**config.mk**
```make
export PLATFORM = sky130hd
export DESIGN_NAME = md5_wb_master_flat
export DESIGN_NICKNAME = d
export VERILOG_FILES = /design/src/rtl/md5_wb_master_if.sv /design/src/rtl/md5_wb_master.sv /design/src/flat_wrapper.sv
export SDC_FILE = /design/constraint.sdc
export NUM_CORES = 2
export LEC_CHECK = 0
export BUFFER_PORTS_ARGS = -buffer_cell sky130_fd_sc_hd__buf_4
export CORE_ASPECT_RATIO = 0.5
export CORE_UTILIZATION = 38
export DETAILED_ROUTE_END_ITERATION = 10
export SLEW_MARGIN = 20
export SYNTH_ARGS = -nofsm -noshare
export SYNTH_HDL_FRONTEND = slang
export SYNTH_SLANG_ARGS = --single-unit
export TNS_END_PERCENT = 20
```
**constraint.sdc**
```tcl
create_clock -name wb_clk_i -period 5.3 [get_ports wb_clk_i]
set_input_delay 0.53 -clock wb_clk_i [delete_from_list [all_inputs] [get_ports wb_clk_i]]
set_output_delay 0.53 -clock wb_clk_i [all_outputs]
set_load 0.03 [all_outputs]
```
**src/rtl/md5_wb_master_if.sv**
```systemverilog
// rtl/md5_wb_master_if.sv - Wishbone single-transfer bus between the MD5 initiator and the MD5 slave
interface md5_wb_master_if #(
  parameter int AW = 32
);
  logic [AW-1:0] wbm_adr_o;
  logic [31:0]   wbm_dat_o;
  logic [31:0]   wbm_dat_i;
  logic [3:0]    wbm_sel_o;
  logic          wbm_we_o;
  logic          wbm_cyc_o;
  logic          wbm_stb_o;
  logic          wbm_ack_i;
  logic          wbm_err_i;

  modport master (
    output wbm_adr_o, wbm_dat_o, wbm_sel_o, wbm_we_o, wbm_cyc_o, wbm_stb_o,
    input  wbm_dat_i, wbm_ack_i, wbm_err_i
  );

  modport slave (
    input  wbm_adr_o, wbm_dat_o, wbm_sel_o, wbm_we_o, wbm_cyc_o, wbm_stb_o,
    output wbm_dat_i, wbm_ack_i, wbm_err_i
  );
endinterface

```
**src/rtl/md5_wb_master.sv**
```systemverilog
// rtl/md5_wb_master.sv - Wishbone initiator that hashes one pre-padded 512-bit block on the MD5 slave
module md5_wb_master #(
  parameter int            AW         = 32,
  parameter logic [AW-1:0] BASE_ADDR  = '0,
  parameter int            POLL_LIMIT = 4096
) (
  input  logic           wb_clk_i,
  input  logic           wb_rst_i,
  input  logic           blk_valid,
  output logic           blk_ready,
  input  logic           blk_first,
  input  logic [511:0]   blk_data,
  output logic           dig_valid,
  input  logic           dig_ready,
  output logic [127:0]   dig_data,
  output logic           dig_err,
  output logic           busy_o,
  md5_wb_master_if.master wbm
);
  typedef enum logic [3:0] {
    IDLE, RST_HI, RST_LO, POLL_RDY, LOAD, START_HI, START_LO, POLL_DONE, READ, DONE
  } state_t;

  state_t         state, state_n;
  logic           cyc_q, we_q;
  logic [AW-1:0]  adr_q;
  logic [31:0]    dat_q;
  logic [511:0]   blk_q;
  logic [4:0]     widx;
  logic [1:0]     ridx;
  logic [31:0]    poll_cnt;
  logic [127:0]   dig_q;
  logic           err_q;

  logic           op_done, op_ok, bus_state, poll_hit, poll_last;
  logic [4:0]     op_k;
  logic           op_we;
  logic [31:0]    op_dat;
  logic [9:0]     load_lsb;

  assign op_done   = cyc_q & (wbm.wbm_ack_i | wbm.wbm_err_i);
  assign op_ok     = op_done & ~wbm.wbm_err_i;
  assign poll_hit  = wbm.wbm_dat_i[0];
  assign poll_last = (poll_cnt == 32'(POLL_LIMIT - 1));
  assign load_lsb  = {widx - 5'd1, 5'd0};

  // Register operation the current state wants on the bus
  always_comb begin
    op_k      = 5'd0;
    op_we     = 1'b0;
    op_dat    = 32'd0;
    bus_state = 1'b1;
    case (state)
      RST_HI:    begin op_k = 5'd22; op_we = 1'b1; op_dat = 32'd1; end
      RST_LO:    begin op_k = 5'd22; op_we = 1'b1; end
      POLL_RDY:  op_k = 5'd0;
      LOAD:      begin op_k = widx; op_we = 1'b1; op_dat = blk_q[load_lsb +: 32]; end
      START_HI:  begin op_k = 5'd0; op_we = 1'b1; op_dat = 32'd1; end
      START_LO:  begin op_k = 5'd0; op_we = 1'b1; end
      POLL_DONE: op_k = 5'd17;
      READ:      op_k = 5'd21 - {3'b000, ridx};
      default:   bus_state = 1'b0;
    endcase
  end

  always_comb begin
    state_n = state;
    case (state)
      IDLE: if (blk_valid) state_n = blk_first ? RST_HI : POLL_RDY;
      DONE: if (dig_ready) state_n = IDLE;
      default: begin
        if (op_done && wbm.wbm_err_i) begin
          state_n = DONE;
        end else if (op_ok) begin
          case (state)
            RST_HI:    state_n = RST_LO;
            RST_LO:    state_n = POLL_RDY;
            POLL_RDY:  if (poll_hit) state_n = LOAD; else if (poll_last) state_n = DONE;
            LOAD:      if (widx == 5'd16) state_n = START_HI;
            START_HI:  state_n = START_LO;
            START_LO:  state_n = POLL_DONE;
            POLL_DONE: if (poll_hit) state_n = READ; else if (poll_last) state_n = DONE;
            READ:      if (ridx == 2'd3) state_n = DONE;
            default:   state_n = state;
          endcase
        end
      end
    endcase
  end

  always_ff @(posedge wb_clk_i) begin
    if (wb_rst_i) begin
      state    <= IDLE;
      cyc_q    <= 1'b0;
      we_q     <= 1'b0;
      adr_q    <= '0;
      dat_q    <= '0;
      blk_q    <= '0;
      widx     <= 5'd1;
      ridx     <= 2'd0;
      poll_cnt <= '0;
      dig_q    <= '0;
      err_q    <= 1'b0;
    end else begin
      state <= state_n;
      // Issue only from an idle bus so every op is followed by one dead cycle
      if (op_done) begin
        cyc_q <= 1'b0;
        we_q  <= 1'b0;
        adr_q <= '0;
        dat_q <= '0;
      end else if (bus_state && !cyc_q) begin
        cyc_q <= 1'b1;
        we_q  <= op_we;
        adr_q <= BASE_ADDR + AW'({op_k, 2'b00});
        dat_q <= op_dat;
      end
      if (state == IDLE && blk_valid) begin
        blk_q <= blk_data;
        widx  <= 5'd1;
        ridx  <= 2'd0;
        dig_q <= '0;
        err_q <= 1'b0;
      end
      if (state_n != state) poll_cnt <= '0;
      else if (op_done)     poll_cnt <= poll_cnt + 32'd1;
      if (op_done && wbm.wbm_err_i) begin
        err_q <= 1'b1;
        dig_q <= '0;
      end else if (op_ok) begin
        case (state)
          LOAD: widx <= widx + 5'd1;
          READ: begin
            dig_q[(7'd96 - {ridx, 5'd0}) +: 32] <= wbm.wbm_dat_i;
            ridx <= ridx + 2'd1;
          end
          POLL_RDY, POLL_DONE: if (!poll_hit && poll_last) err_q <= 1'b1;
          default: ;
        endcase
      end
    end
  end

  assign wbm.wbm_cyc_o = cyc_q;
  assign wbm.wbm_stb_o = cyc_q;
  assign wbm.wbm_sel_o = cyc_q ? 4'hF : 4'h0;
  assign wbm.wbm_adr_o = adr_q;
  assign wbm.wbm_dat_o = dat_q;
  assign wbm.wbm_we_o  = we_q;

  assign blk_ready = (state == IDLE) && !wb_rst_i;
  assign dig_valid = (state == DONE);
  assign dig_data  = dig_q;
  assign dig_err   = err_q;
  assign busy_o    = (state != IDLE);
endmodule
```
**src/flat_wrapper.sv**
```systemverilog
// flat-port wrapper written by rule: the top's interface ports become plain ports
module md5_wb_master_flat 
#(
  parameter int            AW         = 32,
  parameter logic [AW-1:0] BASE_ADDR  = '0,
  parameter int            POLL_LIMIT = 4096
)
  (wb_clk_i, wb_rst_i, blk_valid, blk_ready, blk_first, blk_data, dig_valid, dig_ready, dig_data, dig_err, busy_o, wbm_wbm_adr_o, wbm_wbm_dat_o, wbm_wbm_sel_o, wbm_wbm_we_o, wbm_wbm_cyc_o, wbm_wbm_stb_o, wbm_wbm_dat_i, wbm_wbm_ack_i, wbm_wbm_err_i);
  md5_wb_master_if #(.AW(AW)) wbm_i ();
  input  logic wb_clk_i;
  input  logic wb_rst_i;
  input  logic blk_valid;
  output logic blk_ready;
  input  logic blk_first;
  input  logic [511:0] blk_data;
  output logic dig_valid;
  input  logic dig_ready;
  output logic [127:0] dig_data;
  output logic dig_err;
  output logic busy_o;
  output wire logic [$bits(wbm_i.wbm_adr_o)-1:0] wbm_wbm_adr_o;
  output wire logic [$bits(wbm_i.wbm_dat_o)-1:0] wbm_wbm_dat_o;
  output wire logic [$bits(wbm_i.wbm_sel_o)-1:0] wbm_wbm_sel_o;
  output wire logic [$bits(wbm_i.wbm_we_o)-1:0] wbm_wbm_we_o;
  output wire logic [$bits(wbm_i.wbm_cyc_o)-1:0] wbm_wbm_cyc_o;
  output wire logic [$bits(wbm_i.wbm_stb_o)-1:0] wbm_wbm_stb_o;
  input wire logic [$bits(wbm_i.wbm_dat_i)-1:0] wbm_wbm_dat_i;
  input wire logic [$bits(wbm_i.wbm_ack_i)-1:0] wbm_wbm_ack_i;
  input wire logic [$bits(wbm_i.wbm_err_i)-1:0] wbm_wbm_err_i;
  assign wbm_wbm_adr_o = wbm_i.wbm_adr_o;
  assign wbm_wbm_dat_o = wbm_i.wbm_dat_o;
  assign wbm_wbm_sel_o = wbm_i.wbm_sel_o;
  assign wbm_wbm_we_o = wbm_i.wbm_we_o;
  assign wbm_wbm_cyc_o = wbm_i.wbm_cyc_o;
  assign wbm_wbm_stb_o = wbm_i.wbm_stb_o;
  assign wbm_i.wbm_dat_i = wbm_wbm_dat_i;
  assign wbm_i.wbm_ack_i = wbm_wbm_ack_i;
  assign wbm_i.wbm_err_i = wbm_wbm_err_i;
  md5_wb_master #(.AW(AW), .BASE_ADDR(BASE_ADDR), .POLL_LIMIT(POLL_LIMIT)) u_core (.wb_clk_i(wb_clk_i), .wb_rst_i(wb_rst_i), .blk_valid(blk_valid), .blk_ready(blk_ready), .blk_first(blk_first), .blk_data(blk_data), .dig_valid(dig_valid), .dig_ready(dig_ready), .dig_data(dig_data), .dig_err(dig_err), .busy_o(busy_o), .wbm(wbm_i));
endmodule
```
==> key figures <==
Finish
  – Area growth syn-to-layout: 27.24%
  – Fillers: approximately 7,500
  – Share of cells above drive strength 1: 0.2630
  – Area occupied by multi-input gates: 14,180 µm²
  – Post-layout util: 0.4908
  – Final non-filler cell total: between 5,000 and 6,000
  – Nets: 4,523
  – Register Area: 14,480 µm²

Power and ir drop
  – Sw frac: 0.3491
  – Clock power frac: 0.307
  – Combinational share of power: 0.253
  – Leakage power: 15.51 nW
  – Pint: 10.43 mW
  – Peak VDD IR: ~350 µV
  – Flop pwr share: 0.440
  – NetSw: 5.595 mW
  – Power density cells: 420.6 nW/µm²

Worst setup path
  – Worst Path Max Fanout: 43
  – CP Data Arrival Time: roughly 4000 ps
  – Setup Crit Path Kind: reg2reg
  – Worst setup EP type: flip-flop
  – Worst setup path endpoint: u_core.wbm.wbm_dat_o[18]$_SDFFE_PP0P_
  – Worst setup startpoint: u_core.widx[0]$_SDFF_PP1_
  – RR Startpoint: u_core.widx[0]$_SDFF_PP1_
  – Worst path required time: between 5000 and 6000 ps
  – Max incr delay on CP: 780 ps
  – Worst Path Buf+Inv: 2
  – Crit path depth: 7
  – Critical-path top delay cell: ha_4
  – Cell Chain, Critical Path: inv_1 > ha_4 > buf_4 > mux4_2 > mux2i_1 > nand2_1 > a32o_1
  – Worst reg2reg path depth: 7
  – Startpoint types: flip-flop
  – Largest delay share family, worst path: adder cells
  – Reg-to-reg endpoint: u_core.wbm.wbm_dat_o[18]$_SDFFE_PP0P_
  – R2R Setup Slk: 1860 ps

Die
  – Starting Density: 0.3857
  – Die ar.: approximately 80,000 µm²
  – Chip Width: approximately 400 µm
  – Die Ht: 200.5 µm
  – # rows: approximately 70
  – Core Region: ~78,000 µm²
  – Ports: between 700 and 800

Logic synthesis
  – EDFF count, synth: 0
  – Post-synth top area share: 0.4832
  – Synth top cells by count: nand2_1 (1,113), dfxtp_1 (723), a21oi_1 (528), clkbuf_1 (179), nor2_1 (157)
  – Yosys warnings: 0
  – Synth Flop Type: dfxtp_1
  – Synth area leader: dfxtp_1
  – Ys async rst share: 0
  – Most frequent cell after synthesis: nand2_1
  – Distinct cell type count after synthesis: 63
  – Sequential area share after synthesis: 0.4832
  – Cells after Synth: roughly 3,400
  – Netlist area before placement: between 20,000 and 30,000 µm²
  – Main area contributors after synthesis: dfxtp_1 (48%), nand2_1 (14%), mux4_2 (9.7%)
  – Avg Inst Size Synth: approximately 8.8 µm²
  – Synth Register Bits: 723

Timing
  – Highest attainable clock frequency: 290.3 MHz
  – Hold WS: approximately 130 ps
  – Setup violations, final: 0
  – Clk_skew: approximately 22 ps
  – Final worst slack: ~1900 ps
  – Final Hold Viols: 0
  – Worst-Margin Slew: 1107 ps
  – Slew HR: 0.2601
  – Post-layout min period: roughly 3400 ps
  – Setup TNS: 0 ps
  – Slew Viols, Final: 0
  – RSZ-0062 raised after global routing: false
  – Final period util: 0.6498

Placed design
  – Worst slack, placed: 1792 ps
  – Cell count after placement: between 4,000 and 5,000
  – GPL Wtd Cong: between 0.9 and 1
  – I/O Buffers: ~730
  – Dpl hpwl: 84.23 mm

Drt
  – Via count: 27,426
  – Via-to-Cell Ratio: between 5 and 6
  – Post-Route WL: 114.6 mm
  – Residual DRC: 0
  – Initial DRC count: ~2,600
  – Drt pass-1 iters: 7
  – Wire length per cell: 22.56 µm
  – Final ANT Viol Nets: 0

Clock tree
  – CTS H-tree lvls: 3
  – Worst-Skew Late Latency: 650 ps
  – CTS tree: done
  – Postcts setup bufs: 0
  – CTS max path bufs: 3
  – Hold-fix buffers, CTS: 0
  – CTS clock-pin slew for the worst setup and hold paths: 70 ps
  – Clk sinks: roughly 720
  – Post_cts resized: 0
  – Number of buffers created by CTS: 67
  – Root buf cell: clkbuf_16

Run status
  – Status: complete, no violations

Job
  – Max Cap Violations: 0

Global route
  – Vias in the first global route: between 20,000 and 30,000
  – First-pass GRT wire length: 164.4 mm
  – Met3 Resource Use GR: 0.05739
  – Busiest grt layer: met2
  – Pin count of the biggest net entering global routing: 207
  – Met1 usage: 0.3465
  – GRT Overall Usage: 0.2755
  – Initial antenna violation count: 28
  – Grt ovf: 0
  – Met2 Use GR: 0.4468

Hold path
  – Hold Crit Depth: 3
  – HP Class: in2reg
[cell families (layout without fill, tap and decap cells)]
group,count (synthesis),count (layout),synth area share
fa+ha+maj,9,9,0.003760
simple gates,1403,1403,0.1870
flops,723,723,0.4832
compound gates,729,729,0.1460
other cells,1,53,0.0001252
buf+inv,325,894,0.05059
xor+xnor,36,36,0.01053
mux,194,194,0.1187
[power groups by stage]
stage	Clock (mW)	Sequential [mW]	Combinational, mW
4_1_cts	5.01	6.98	4.06
3_3_place_gp	0	7.11	3.98
3_5_place_dp	0	7.09	4.05
5_1_grt	5.23	7.10	4.42
2_1_floorplan	0	6.71	2.86
6_report	4.92	7.05	4.06
[worst min path at each step]
stage | startpoint | endpoint
finish | blk_data[463] | u_core.blk_q[463]$_SDFFE_PP0P_
global route | blk_data[412] | u_core.blk_q[412]$_SDFFE_PP0P_
CTS | blk_data[506] | u_core.blk_q[506]$_SDFFE_PP0P_
detailed placement | u_core.blk_q[52]$_SDFFE_PP0P_ | u_core.blk_q[52]$_SDFFE_PP0P_
global placement | u_core.blk_q[179]$_SDFFE_PP0P_ | u_core.blk_q[179]$_SDFFE_PP0P_
floorplan | u_core.blk_q[160]$_SDFFE_PP0P_ | u_core.blk_q[160]$_SDFFE_PP0P_
[metal layers]
layer | wire length (µm) | vias to the layer above
met3 | 8770 | 192
met1 | 45580 | 13507
li1 | - | 12731
met4 | 5026 | 0
met5 | 0 | -
met2 | 55180 | 996
[tightest hold or removal path: stages]
cell and delay, ps:
buf_4 110, nand2_1 40, a21oi_1 50
[final cells by class]
type,instances,area share
inverter,11,0.001083
tap,1036,0.03401
sequential,723,0.3799
timing repair buffer,762,0.1533
multi-input combinational,2398,0.3721
clock buffer,99,0.05299
clock inverter,22,0.004925
antenna,26,0.001707
[sequential cells by signal, indices dropped and copies added (netlist names), 2 cells and up]
register	count
u_core.wbm.wbm_dat_o	32
u_core.dig_data	128
u_core.ridx	2
u_core.blk_q	512
u_core.state	4
u_core.widx	5
u_core.poll_cnt	32
u_core.wbm.wbm_adr_o	5
[stage by stage]
stage	cell area, µm²	power [mW]
final	38110	16.03
after detailed placement	35840	11.14
after floorplan	30050	9.566
after global routing	38110	16.75
after CTS	38050	16.04
after global placement	35840	11.09
[cell usage in the layout, fill, tap and decap left out, types with 25 or more instances in the layout]
cell type | Yosys | layout
clkbuf_16 | 0 | 69
nand2_1 | 1113 | 1111
xor2_1 | 26 | 25
dfxtp_1 | 723 | 722
conb_1 | 1 | 27
mux2i_1 | 65 | 65
a21oi_1 | 528 | 524
a22oi_2 | 30 | 30
buf_4 | 43 | 752
a32o_1 | 31 | 31
nor2_1 | 157 | 155
nor3_1 | 44 | 44
mux4_2 | 129 | 129
a22oi_1 | 101 | 101
diode_2 | 0 | 26
No activity file was read; power rests on OpenSTA's default activity.
